--- src/rtl/pipe_ctrl.sv ---
// ---------------------------------------------------------------------------
// pipe_ctrl -- hazard and pipeline-control unit for a 5-stage in-order core.
//
// Decides every cycle whether the front end stalls, which pipeline registers
// are flushed, and whether the whole pipe is frozen behind a slow data-memory
// access. Control outputs are combinational from the registered state and the
// current inputs; the pipeline registers act on them at the next rising edge.
//
// Priority within a cycle: memory freeze > branch redirect > load-use stall.
//
// Parameters
//   FLUSH_CYCLES  cycles IF/ID is flushed after a taken branch (1..7)
//   TIMEOUT       memory wait cycles before mem_timeout is raised (1..1023)
//
// Ports
//   clk              clock, all state updates on the rising edge
//   rst              synchronous active-low reset
//   id_rs1, id_rs2   source registers of the instruction in ID
//   id_use_rs1/rs2   ID instruction actually reads rs1 / rs2
//   ex_is_load       instruction in EX is a load
//   ex_rd            destination register of the instruction in EX
//   ex_branch_taken  EX resolved a taken branch/jump this cycle
//   mem_req          MEM stage is accessing data memory
//   dmem_ready       data memory completes the access this cycle
//   pc_stall         hold the PC
//   ifid_stall       hold the IF/ID register
//   ifid_flush       squash the IF/ID register
//   idex_flush       insert a bubble into ID/EX
//   pipe_freeze      freeze every pipeline register
//   pc_redirect      load the PC with the branch target
//   state            controller state (RUN=0, MEM_WAIT=1, FLUSH=2)
//   mem_timeout      sticky: a memory access waited TIMEOUT cycles
//   stall_cnt        saturating count of cycles with pc_stall asserted
// ---------------------------------------------------------------------------
module pipe_ctrl #(
    parameter int FLUSH_CYCLES = 1,
    parameter int TIMEOUT      = 255
) (
    input  logic        clk,
    input  logic        rst,
    input  logic [4:0]  id_rs1,
    input  logic [4:0]  id_rs2,
    input  logic        id_use_rs1,
    input  logic        id_use_rs2,
    input  logic        ex_is_load,
    input  logic [4:0]  ex_rd,
    input  logic        ex_branch_taken,
    input  logic        mem_req,
    input  logic        dmem_ready,
    output logic        pc_stall,
    output logic        ifid_stall,
    output logic        ifid_flush,
    output logic        idex_flush,
    output logic        pipe_freeze,
    output logic        pc_redirect,
    output logic [1:0]  state,
    output logic        mem_timeout,
    output logic [31:0] stall_cnt
);

    typedef enum logic [1:0] {
        S_RUN      = 2'd0,
        S_MEM_WAIT = 2'd1,
        S_FLUSH    = 2'd2
    } state_t;

    localparam logic [2:0] FLUSH_RELOAD = 3'(FLUSH_CYCLES - 1);
    localparam logic [9:0] TIMEOUT_CNT  = 10'(TIMEOUT);

    state_t      cur_state, nxt_state;
    logic [9:0]  wait_cnt, wait_nxt;
    logic [2:0]  flush_cnt, flush_nxt;
    logic        load_use;
    logic        mem_stall;
    logic        run_rules;

    // x0 is hard-wired zero, so a load "writing" it never creates a hazard.
    assign load_use = ex_is_load && (ex_rd != 5'd0) &&
                      ((id_use_rs1 && (id_rs1 == ex_rd)) ||
                       (id_use_rs2 && (id_rs2 == ex_rd)));

    assign mem_stall = mem_req && !dmem_ready;

    assign state = cur_state;

    // Next-state and control decode.
    // NOTE: every signal written here gets a default first so no path can
    // leave it unassigned, which would otherwise infer a latch.
    always_comb begin
        pc_stall    = 1'b0;
        ifid_stall  = 1'b0;
        ifid_flush  = 1'b0;
        idex_flush  = 1'b0;
        pipe_freeze = 1'b0;
        pc_redirect = 1'b0;
        nxt_state   = cur_state;
        wait_nxt    = wait_cnt;
        flush_nxt   = flush_cnt;
        run_rules   = 1'b0;

        case (cur_state)
            S_MEM_WAIT: begin
                if (!dmem_ready) begin
                    // EX is held, so a branch or load-use it shows now will be
                    // presented again once memory completes.
                    pipe_freeze = 1'b1;
                    pc_stall    = 1'b1;
                    ifid_stall  = 1'b1;
                    wait_nxt    = (wait_cnt == 10'h3FF) ? wait_cnt : wait_cnt + 10'd1;
                end else begin
                    wait_nxt  = 10'd0;
                    nxt_state = S_RUN;
                    run_rules = 1'b1;
                end
            end

            S_FLUSH: begin
                if (mem_stall) begin
                    // Freeze wins; the remaining flush count is dropped and
                    // the controller resumes in RUN after the access.
                    pipe_freeze = 1'b1;
                    pc_stall    = 1'b1;
                    ifid_stall  = 1'b1;
                    nxt_state   = S_MEM_WAIT;
                    wait_nxt    = 10'd1;
                    flush_nxt   = 3'd0;
                end else begin
                    // The ID instruction is being discarded, so load-use is
                    // irrelevant here.
                    ifid_flush = 1'b1;
                    if (ex_branch_taken) begin
                        pc_redirect = 1'b1;
                        idex_flush  = 1'b1;
                        flush_nxt   = FLUSH_RELOAD;
                    end else if (flush_cnt <= 3'd1) begin
                        nxt_state = S_RUN;
                        flush_nxt = 3'd0;
                    end else begin
                        flush_nxt = flush_cnt - 3'd1;
                    end
                end
            end

            // RUN, and the unused encoding 3 which recovers to RUN.
            default: begin
                nxt_state = S_RUN;
                if (mem_stall) begin
                    pipe_freeze = 1'b1;
                    pc_stall    = 1'b1;
                    ifid_stall  = 1'b1;
                    nxt_state   = S_MEM_WAIT;
                    wait_nxt    = 10'd1;
                end else begin
                    run_rules = 1'b1;
                end
            end
        endcase

        // Branch / load-use decision shared by RUN and the MEM_WAIT exit cycle.
        if (run_rules) begin
            if (ex_branch_taken) begin
                pc_redirect = 1'b1;
                ifid_flush  = 1'b1;
                idex_flush  = 1'b1;
                if (FLUSH_CYCLES > 1) begin
                    nxt_state = S_FLUSH;
                    flush_nxt = FLUSH_RELOAD;
                end
            end else if (load_use) begin
                pc_stall   = 1'b1;
                ifid_stall = 1'b1;
                idex_flush = 1'b1;
            end
        end

        // While reset is held nothing may stall or flush the pipeline.
        if (!rst) begin
            pc_stall    = 1'b0;
            ifid_stall  = 1'b0;
            ifid_flush  = 1'b0;
            idex_flush  = 1'b0;
            pipe_freeze = 1'b0;
            pc_redirect = 1'b0;
        end
    end

    // NOTE: state registers use non-blocking assignments so every flop samples
    // the pre-edge values, independent of statement order.
    always_ff @(posedge clk) begin
        if (!rst) begin
            cur_state   <= S_RUN;
            wait_cnt    <= 10'd0;
            flush_cnt   <= 3'd0;
            mem_timeout <= 1'b0;
            stall_cnt   <= 32'd0;
        end else begin
            cur_state <= nxt_state;
            wait_cnt  <= wait_nxt;
            flush_cnt <= flush_nxt;
            // Raised together with wait_cnt reaching TIMEOUT; sticky until reset.
            if ((nxt_state == S_MEM_WAIT) && (wait_nxt == TIMEOUT_CNT))
                mem_timeout <= 1'b1;
            if (pc_stall && (stall_cnt != 32'hFFFF_FFFF))
                stall_cnt <= stall_cnt + 32'd1;
        end
    end

endmodule

--- config.mk ---
export PLATFORM = sky130hd
export DESIGN_NAME = pipe_ctrl
export DESIGN_NICKNAME = d
export VERILOG_FILES = /design/src/rtl/pipe_ctrl.sv
export SDC_FILE = /design/constraint.sdc
export NUM_CORES = 1
export LEC_CHECK = 0
export BUFFER_PORTS_ARGS = -buffer_cell sky130_fd_sc_hd__buf_4
export CAP_MARGIN = 40
export CORE_MARGIN = 5
export CORE_UTILIZATION = 59
export CTS_CLUSTER_DIAMETER = 150
export DETAILED_ROUTE_END_ITERATION = 6
export PLACE_DENSITY = 0.91
export SLEW_MARGIN = 20
export SYNTH_ARGS = -nofsm -noshare
export SYNTH_HDL_FRONTEND = slang
export SYNTH_SLANG_ARGS = --single-unit
--- constraint.sdc ---
create_clock -name clk -period 4.79 [get_ports clk]
set_input_delay 0.479 -clock clk [delete_from_list [all_inputs] [get_ports clk]]
set_output_delay 0.479 -clock clk [all_outputs]
set_load 0.05 [all_outputs]
==> impl_results.md <==
- Worst-path maximum fanout: 46
- Pin count of the biggest net entering global routing: 47
- Largest cells by area after synthesis: dfxtp_1, o31ai_1, a21oi_1
- GRT Residual Overflow: 0
- Area of the multi-input gates: 1830 µm²
- Fmax: 330 MHz
- Core area: 4750 µm²
- Post-cts resize count: 0
- Worst R2R Path Depth: 7
- Initial antenna violation count: 0
- Synth Area in Simple Gates: 31.9%
- Post-synthesis compound-gate area fraction: 22.9%
- Vias in the first global route: 2,816
- WHS Endpoint: mem_timeout
- Seq cells post-synth: 48
- Filler cells: 386
- Rows: 25
- Area growth from synthesis to layout: 21.6%
- Clock sinks: 48
- CTS max path bufs: 2
- Worst slew margin: 56.1%
- Reg-to-Reg Start: stall_cnt[3]
- CTS Buf Count: 5
- IO Count: 64
- Yosys top cell by area: dfxtp_1
- RSZ-0062 raised after global routing: no
- Asr flop ratio synth: 0%
- Clock transition at path regs: 0.08 ns
- Syn Std Cell Area: 2900 µm²
- Setup bufs post-CTS: 0
- Crit path time final: 3.03 ns
- Hold Path Stages: 2
- CP startpoint kind: flop
- Inserted Diodes: 0
- Setup TNS: 0 ns
- Overall Power: 801 µW
- Sequential cell area: 961 µm²
- First-pass GRT wire length: 13,200 µm
- Pleak: 0.00125 µW
- Post-synthesis sequential area ratio: 33.2%
- CP arrival: 2.55 ns
- Post-synth top area share: 33.2%
- Xor/xnor cell area share of the yosys netlist: 3.02%
- Largest family of logic cells by synthesized area: simple AND/OR/NAND/NOR gates
- Count leader, synth: dfxtp_1
- Final GP Congestion: 0.875
- Final #Nets: 438
- Total Wirelength: 7800 µm
- Post-Syn Area per Cell: 8.09 µm²
- CTS root buf: clkbuf_8
- WL per Instance: 16.3 µm
- Detailed-route via count: 3,115
- Hold buffer count at cts: 0
- Max cap viols: 0
- Status: complete, no violations
- Cells after Synth: 358
- Clk_skew: 0.00994 ns
- Clk_lat worst skew: 0.30 ns
- Synth unique cells: 47
- Detail Placement HPWL: 5520 µm
- Top_reg_cell synth: dfxtp_1
- Worst EP required: 4.31 ns
- Number of flops mapped to enable cells by yosys: 0
- Final ANT Viol Nets: 0
- DRC Markers: 0
- Worst-Margin Slew: 0.657 ns
- Final period util: 63.3%
- Final hold vios: 0
- Initial core utilization: 60.9%
- TritonCTS clock tree: built
- Drt first pass iters: 5
- Worst reg2reg endpoint: stall_cnt[7]
- Global Route Usage Sum: 25.2%
- Post-synth net total: 387
- Die footprint: 6410 µm²
- Synth Area in Adders: 2.59%
- Setup violators final: 0
- Crit. End Element: primary output
- Via density per instance: 6.53
- Hold Startpoint: mem_timeout
- Die W: 80.1 µm
- Die Y-Extent: 80.1 µm
- H-tree levels: 2
- Yosys Warn Count: 0
- Post-synthesis mux area share: 2.12%
- Critical path class: reg2out
- PD cells: 227 nW/µm²
- Port-buffer cells: 63
- Maximum VDD drop: 0.214 mV
- Commonest cells in the synthesized netlist: dfxtp_1, a21oi_1, nand2_1
- HP Class: reg2reg
- Max Slew Vio Count: 0
- R2r setup slk: 2.18 ns
- Initial drt markers: 261
- Share of cells above drive strength 1: 20.7%
cell families (layout without fill, tap and decap cells):
kind of cell | after synthesis | after routing
AND/OR/NAND/NOR | 158 | 158
AO/OA/AOI/OAI | 100 | 100
flip-flops | 48 | 48
buffers and inverters | 30 | 82
XOR/XNOR | 10 | 10
adder cells (fa/ha/maj) | 6 | 6
multiplexers | 6 | 6
critical path, stage by stage (launching register included):
cell	delay (ns)
dfxtp_1	0.37
inv_1	0.09
ha_1	0.40
o21ai_0	0.20
a21oi_1	0.14
a31oi_4	0.23
buf_4	0.39
inv_2	0.19
buf_4	0.23
how the worst max path moves through the flow:
stage	start	to	slack, ns
2_1_floorplan	state[0]	pc_stall	1.37
3_3_place_gp	ex_rd[1]	ifid_stall	1.94
3_5_place_dp	ex_rd[1]	ifid_stall	1.90
4_1_cts	state[0]	ifid_stall	1.78
5_1_grt	state[0]	ifid_stall	1.61
6_report	state[0]	ifid_stall	1.76
flip-flops by register name (all words and copies together) (netlist names):
name / count
flush_cnt: 3
state: 2
stall_cnt: 32
mem_timeout: 1
wait_cnt: 10
cell usage in the layout, fill, tap and decap left out, drive strengths merged, types with 8 or more instances in the layout:
| master | n |
|---|---|
| buf | 65 |
| dfxtp | 48 |
| a21oi | 33 |
| nand2 | 25 |
| o31ai | 24 |
| nand3 | 22 |
| or4 | 21 |
| nor2 | 20 |
| nand4 | 19 |
| and3 | 12 |
| xnor2 | 10 |
| o21ai | 10 |
| and2 | 8 |
| and4 | 8 |
| inv | 8 |
power by group:
part | switching [µW] | internal, µW | total (µW) | leakage, µW
combinational | 53.9 | 32.4 | 86.4 | 0.000801
clock | 140 | 171 | 311 | 0.0000614
sequential | 3.24 | 401 | 404 | 0.000387
total | 197 | 604 | 801 | 0.00125
area by class of cell:
type                            instances  share of cell area, %
Tap cell                               67                   2.38
Sequential cell                        48                   27.3
Timing Repair Buffer                   66                   14.1
Clock inverter                          2                   1.10
Clock buffer                            6                   2.34
Inverter                                8                  0.852
Multi-Input combinational cell        280                   52.0
through the flow:
step           instance area [µm²]  worst slack [ns]  hold slack (ns)  cells  util [%]
2_1_floorplan                 2900              1.37            0.508    358         -
3_3_place_gp                  3390              1.94            0.465    468      71.4
3_5_place_dp                  3390              1.90            0.470    468      71.4
4_1_cts                       3520              1.78            0.482    476      73.9
5_1_grt                       3520              1.61            0.522    477      74.1
6_report                      3520              1.76            0.478    477      74.1
per-layer routing:
metal | part of all wire (%) | wire, µm | vias up | GRT usage, %
li1 | - | - | 1500 | -
met1 | 44 | 3390 | 1465 | 33.3
met2 | 48 | 3760 | 139 | 41.1
met3 | 6.8 | 531 | 11 | 5.49
met4 | 1.4 | 110 | 0 | 7.43
met5 | 0 | 0 | - | 0
Note: power is estimated with default switching activity, not from simulation.
